**src/rtl/data_unpack_pkg.sv**
```systemverilog
// Shared widths, count type and bit-order helpers for the 32->7 bit unpacker.
package data_unpack_pkg;

    localparam int IN_W  = 32;
    localparam int SYM_W = 7;
    localparam int BUF_W = 38;  // up to 6 residual bits plus one full word

    typedef logic [5:0] cnt_t;

    function automatic logic [IN_W-1:0] rev_word(input logic [IN_W-1:0] w);
        logic [IN_W-1:0] r;
        for (int i = 0; i < IN_W; i++) r[i] = w[IN_W-1-i];
        return r;
    endfunction

    function automatic logic [SYM_W-1:0] rev_sym(input logic [SYM_W-1:0] s);
        logic [SYM_W-1:0] r;
        for (int i = 0; i < SYM_W; i++) r[i] = s[SYM_W-1-i];
        return r;
    endfunction

endpackage

```
**src/rtl/data_unpack_bitbuf.sv**
```systemverilog
// Bit buffer with fill count: appends a word at the current fill level (or
// at 0 when restarting a packet), shifts out 7 bits, or flushes to empty.
module data_unpack_bitbuf
    import data_unpack_pkg::*;
(
    input  logic             clk,
    input  logic             rst,
    input  logic             append_i,
    input  logic             restart_i,
    input  logic             shift_i,
    input  logic             flush_i,
    input  logic [IN_W-1:0]  word_i,
    output logic [SYM_W-1:0] head_o,
    output cnt_t             cnt_o
);

    logic [BUF_W-1:0] bits_q, bits_d;
    cnt_t             cnt_q, cnt_d;
    cnt_t             base;
    logic [BUF_W-1:0] keep;

    // Next-state: bits above the fill level are masked off so stale residue
    // from an abandoned packet can never leak into the new stream.
    always_comb begin
        bits_d = bits_q;
        cnt_d  = cnt_q;
        base   = restart_i ? '0 : cnt_q;
        keep   = restart_i ? '0 : ((BUF_W'(1) << cnt_q) - BUF_W'(1));
        if (flush_i) begin
            bits_d = '0;
            cnt_d  = '0;
        end else if (append_i) begin
            bits_d = (bits_q & keep) | (BUF_W'(word_i) << base);
            cnt_d  = base + cnt_t'(IN_W);
        end else if (shift_i) begin
            bits_d = bits_q >> SYM_W;
            cnt_d  = cnt_q - cnt_t'(SYM_W);
        end
    end

    // Buffer and count registers.
    always_ff @(posedge clk or negedge rst) begin
        if (!rst) begin
            bits_q <= '0;
            cnt_q  <= '0;
        end else begin
            bits_q <= bits_d;
            cnt_q  <= cnt_d;
        end
    end

    assign head_o = bits_q[SYM_W-1:0];
    assign cnt_o  = cnt_q;

endmodule

```
**src/rtl/data_unpack_7b.sv**
```systemverilog
// Packetised 32-bit word stream to 7-bit symbol stream, zero-padding the
// final partial symbol. Define DATA_UNPACK_MSB_FIRST_EN for MSB-first bit
// order (data_in[31] first, symbol MSB earliest, pad in the LSBs).
module data_unpack_7b
    import data_unpack_pkg::*;
(
    input  logic             clk,
    input  logic             rst,
    input  logic             valid_in,
    input  logic             sop_in,
    input  logic             eop_in,
    input  logic [IN_W-1:0]  data_in,
    output logic             ready_out,
    output logic             valid_out,
    output logic             sop_out,
    output logic             eop_out,
    output logic [SYM_W-1:0] data_out
);

    cnt_t             cnt;
    logic [SYM_W-1:0] head;
    logic [IN_W-1:0]  word;
    logic             in_pkt_q, in_pkt_d;
    logic             sop_pend_q, sop_pend_d;
    logic             eop_pend_q, eop_pend_d;
    logic             valid_q, sop_q, eop_q;
    logic [SYM_W-1:0] data_q, sym;
    logic             accept, emit_full, emit_pad, emit, eop_emit, eop_idle;

`ifdef DATA_UNPACK_MSB_FIRST_EN
    // Reverse on the way in and out so the buffer always runs LSB-first.
    assign word = rev_word(data_in);
`else
    assign word = data_in;
`endif

    assign ready_out = (cnt <= cnt_t'(6)) && !eop_pend_q;
    assign accept    = valid_in && ready_out;

    // Emission decision and symbol formation from current state only.
    always_comb begin
        logic [SYM_W-1:0] raw;
        emit_full = (cnt >= cnt_t'(SYM_W));
        emit_pad  = !emit_full && eop_pend_q && (cnt != '0);
        emit      = emit_full || emit_pad;
        eop_emit  = emit && eop_pend_q && (cnt <= cnt_t'(SYM_W));
        eop_idle  = eop_pend_q && (cnt == '0);
        raw       = emit_full ? head
                              : (head & SYM_W'((8'(1) << cnt) - 8'(1)));
`ifdef DATA_UNPACK_MSB_FIRST_EN
        sym = rev_sym(raw);
`else
        sym = raw;
`endif
    end

    data_unpack_bitbuf u_bitbuf (
        .clk      (clk),
        .rst      (rst),
        .append_i (accept && (sop_in || in_pkt_q)),
        .restart_i(sop_in),
        .shift_i  (emit_full && !eop_emit),
        .flush_i  (eop_emit || eop_idle),
        .word_i   (word),
        .head_o   (head),
        .cnt_o    (cnt)
    );

    // Packet flags; accept and emission are mutually exclusive by construction.
    always_comb begin
        in_pkt_d   = in_pkt_q;
        sop_pend_d = sop_pend_q;
        eop_pend_d = eop_pend_q;
        if (accept) begin
            in_pkt_d = (sop_in || in_pkt_q) && !eop_in;
            if (sop_in) sop_pend_d = 1'b1;
            if (eop_in) eop_pend_d = 1'b1;
        end else begin
            if (emit)                 sop_pend_d = 1'b0;
            if (eop_emit || eop_idle) eop_pend_d = 1'b0;
        end
    end

    // Flag and output registers; data_out holds its value on idle cycles.
    always_ff @(posedge clk or negedge rst) begin
        if (!rst) begin
            in_pkt_q   <= 1'b0;
            sop_pend_q <= 1'b0;
            eop_pend_q <= 1'b0;
            valid_q    <= 1'b0;
            sop_q      <= 1'b0;
            eop_q      <= 1'b0;
            data_q     <= '0;
        end else begin
            in_pkt_q   <= in_pkt_d;
            sop_pend_q <= sop_pend_d;
            eop_pend_q <= eop_pend_d;
            valid_q    <= emit;
            sop_q      <= emit && sop_pend_q;
            eop_q      <= eop_emit;
            if (emit) data_q <= sym;
        end
    end

    assign valid_out = valid_q;
    assign sop_out   = sop_q;
    assign eop_out   = eop_q;
    assign data_out  = data_q;

endmodule

```
**config.mk**
```make
export PLATFORM = sky130hd
export DESIGN_NAME = data_unpack_7b
export DESIGN_NICKNAME = d
export VERILOG_FILES = /design/src/rtl/data_unpack_pkg.sv /design/src/rtl/data_unpack_bitbuf.sv /design/src/rtl/data_unpack_7b.sv
export SDC_FILE = /design/constraint.sdc
export NUM_CORES = 1
export LEC_CHECK = 0
export ABC_AREA = 1
export BUFFER_PORTS_ARGS = -buffer_cell sky130_fd_sc_hd__buf_2
export CAP_MARGIN = 20
export CORE_AREA = 5 5 86 147
export DETAILED_ROUTE_END_ITERATION = 8
export DIE_AREA = 0 0 91 152
export HOLD_SLACK_MARGIN = 0.15
export PLACE_DENSITY = 0.81
export SETUP_SLACK_MARGIN = 0.02
export SLEW_MARGIN = 20
export SYNTH_ARGS = -nofsm -noshare
export SYNTH_HDL_FRONTEND = slang
export SYNTH_HIERARCHICAL = 1
export SYNTH_SLANG_ARGS = --single-unit
```
**constraint.sdc**
```tcl
create_clock -name clk -period 2.8 [get_ports clk]
set_clock_uncertainty 0.1 [all_clocks]
set_input_delay 0.56 -clock clk [delete_from_list [all_inputs] [get_ports clk]]
set_output_delay 0.56 -clock clk [all_outputs]
set_load 0.01 [all_outputs]
```
==> reports/metrics.cfg <==
[run]
drv_cap = 0

[die]
core_area_um2 = 11400
die_w_um = 91
start_util_pct = 60.8
die-area_um2 = 13800
num_io_pins = 48
row_count = 52
fp.dieH_um = 152

[global_route]
grtUsageTotal_pct = 39.1
grt_pass1_wl_um = 43300
global_route.usage.met2_pct = 67.1
met3_usage_pct = 5.84
top_usage_layer = met2
antenna_found_initial = 0
met1_usage_pct = 42.4
overflow = 0
grt_max_degree = 38
grt_pass1_vias = 8374

[timing]
slew_headroom_pct = 59.6
min_period_ns = 2.67
setup_viol = 0
fmax_mhz = 375
hold_viol = 0
final_max_slew_viol_count = 0
worstMarginPinSlew_ns = 0.607
rsz0062_at_grt = false
fin_ws_ns = 0.134
finalSetupTns_ns = 0
fin_crit_sh_pct = 95.2

[setup_path]
r2r_end = u_bitbuf/bits_q[20]$_DFFE_PN0P_
cp_max_fo = 7
reg2reg_depth = 15
r2r_start = u_bitbuf/cnt_o[1]$_DFFE_PN0P_
arrival_ns = 2.78
timing_worst_setup_path_type = reg -> reg
rrSetupSlack_ns = 0.13
cp-end-kind = flip-flop
required_ns = 2.91
crit_path_start_kind = flip-flop

[layout]
layout_commonest_cell = nand2_1
area_delta_synth_final_pct = 12.0
final_cell_mix = nand2_1 (496), nand3_1 (200), nor2_1 (128)
diodes = 0
drive_gt1_share_pct = 12.9
nNetsFinal = 1357
final_cells = 1452

[clock_network]
path_clk_slew_ns = 0.06
insertion_delay_ns = 0.33
cts-root-buf = clkbuf_16
cts_hold_buffers = 0
cts.path.max_buffers = 2
cts_sinks = 57
cts_buffers = 9
h-tree-depth = 3
tritoncts = built

[place]
detailed_place_hpwl_um = 21800
place_inst = 1436
place_congestion = 1.05
dp_slack_ns = 0.0748
io_buffers = 47

[power]
total_power_w = 0.00963
leakage_nw = 4.39
peakVddDrop_mv = 0.841
cellPowerDensity_nw_per_um2 = 1240

[logic_synthesis]
netlist_instances = 1269
synth_xor_area_share_pct = 0
synthMuxAreaShare_pct = 0.145
ys.flop_type = dfrtp_1
synthSimpleGateAreaFrac_pct = 56.5
syn_avg_cell_area_um2 = 5.46
synth_fp_nets = 1314
synthArstFlopShare_pct = 100
ys_top_cells_by_area = nand2_1 (27%), dfrtp_1 (21%), nand3_1 (15%)
yosys.cell_types.count = 39
netlist_area_um2 = 6930
ys_seq_area_share_pct = 20.6
synth_enable_flop_cells = 0
post-synth-top-area-fraction_pct = 26.9
synth_compound_gate_area_share_pct = 10.3
yosysWarnings = 6
ys_ff_latch = 57
synth_top_family_by_area = simple AND/OR/NAND/NOR gates
yosys.area.top_type = nand2_1
synthAdderAreaFrac_pct = 1.45

[drt]
wl_um = 27500
drtIter0Drc = 1092
drc = 0
num_vias = 8932
dr.pass1.iters = 8
vias_per_cell = 6.15
drt-wirelength-per-cell_um = 18.9
ant_nets = 0

[worst_hold_path]
hold_path_class = in -> async

[run_status]
status = finished, final reports clean

[cells by family (layout without fill, tap and decap cells)]
group | Yosys count | count (layout)
AOI/OAI and AO/OA | 127 | 127
adders and majority gates | 8 | 8
buffers and inverters | 174 | 222
DFF | 57 | 57
muxes | 1 | 1
and+or+nand+nor | 902 | 902
[cells in the mapped netlist, types with 3 or more instances]
master      n
ha_1        8
nand4_1    18
buf_2      13
o211ai_1   10
nand2_1   497
nand2_2    11
clkbuf_1   20
buf_6       6
nor2_1    131
nand3_1   201
buf_4      12
o22ai_1     3
dfrtp_1    57
nand3b_1   13
nor3_1      4
o21ai_1     8
buf_1       9
inv_2      15
nor2_2      5
nand3_2     3
o21ai_0    51
nor2_4     13
inv_1      96
a21oi_1    46
[what timing repair did]
action                                  CTS  global route
endpoints found under the setup margin    0            28
resized for setup                         0             9
hold endpoints to repair                  0             0
buffers inserted                          0             0
[layout make-up]
cell class | count | area, um^2
flip-flops and latches | 57 | 1430
repair buffers | 92 | 623
fillers | 1126 | 3630
clock inverters | 5 | 103
multi-input cells | 1038 | 4760
inverters | 114 | 430
clock buffers | 11 | 243
well taps | 135 | 169
[per-stage QoR]
step | hold WS, ns | util (%) | cell area (um^2)
finish | 0.135 | 68.1 | 7750
global route | 0.175 | 68.1 | 7750
CTS | 0.157 | 67.9 | 7730
detailed placement | 0.366 | 64.9 | 7390
global placement | 0.360 | 64.9 | 7390
floorplan | 0.164 | - | 6930
[state kept, by name (all words and copies together), names as in the netlist]
register and cells:
data_out 7, eop_out 1, eop_pend_q 1, in_pkt_q 1
sop_out 1, sop_pend_q 1, u_bitbuf/bits_q 38, u_bitbuf/cnt_o 6
valid_out 1
[worst max-delay path by stage]
stage	start	endpoint	cells past startpoint
floorplan	u_bitbuf/cnt_o[0]$_DFFE_PN0P_	u_bitbuf/bits_q[30]$_DFFE_PN0P_	16
global placement	u_bitbuf/cnt_o[1]$_DFFE_PN0P_	u_bitbuf/bits_q[20]$_DFFE_PN0P_	15
detailed placement	u_bitbuf/cnt_o[1]$_DFFE_PN0P_	u_bitbuf/bits_q[20]$_DFFE_PN0P_	14
CTS	u_bitbuf/cnt_o[1]$_DFFE_PN0P_	u_bitbuf/bits_q[20]$_DFFE_PN0P_	14
global route	u_bitbuf/cnt_o[0]$_DFFE_PN0P_	u_bitbuf/bits_q[27]$_DFFE_PN0P_	15
finish	u_bitbuf/cnt_o[1]$_DFFE_PN0P_	u_bitbuf/bits_q[20]$_DFFE_PN0P_	15
[layer usage]
layer	up-vias	share of wire, %
met5	-	0
met4	0	9.7
met3	173	8.8
met2	574	48
met1	4011	33
li1	4174	-
[report_power, final]
part | total [W] | internal [W] | leakage [nW] | switching, W
Sequential | 0.00141 | 0.00113 | 0.749 | 0.000279
Combinational | 0.00694 | 0.00214 | 3.48 | 0.00480
Clock | 0.00129 | 0.000892 | 0.166 | 0.000395
Total | 0.00963 | 0.00416 | 4.39 | 0.00548
[worst max-delay path, cell delays in order (launching register included)]
cell and delay, ns:
dfrtp_2 0.44, inv_2 0.10, ha_1 0.24, nand2_2 0.17
nor2_1 0.09, nand2_1 0.12, ha_1 0.23, nand2_1 0.11
nor2_4 0.15, nand2_1 0.10, nor2_1 0.25, nand4_1 0.12
nand3_1 0.14, o21ai_1 0.09, nand2_1 0.06, nand2_1 0.05
Note: power is estimated with default switching activity, not from simulation.
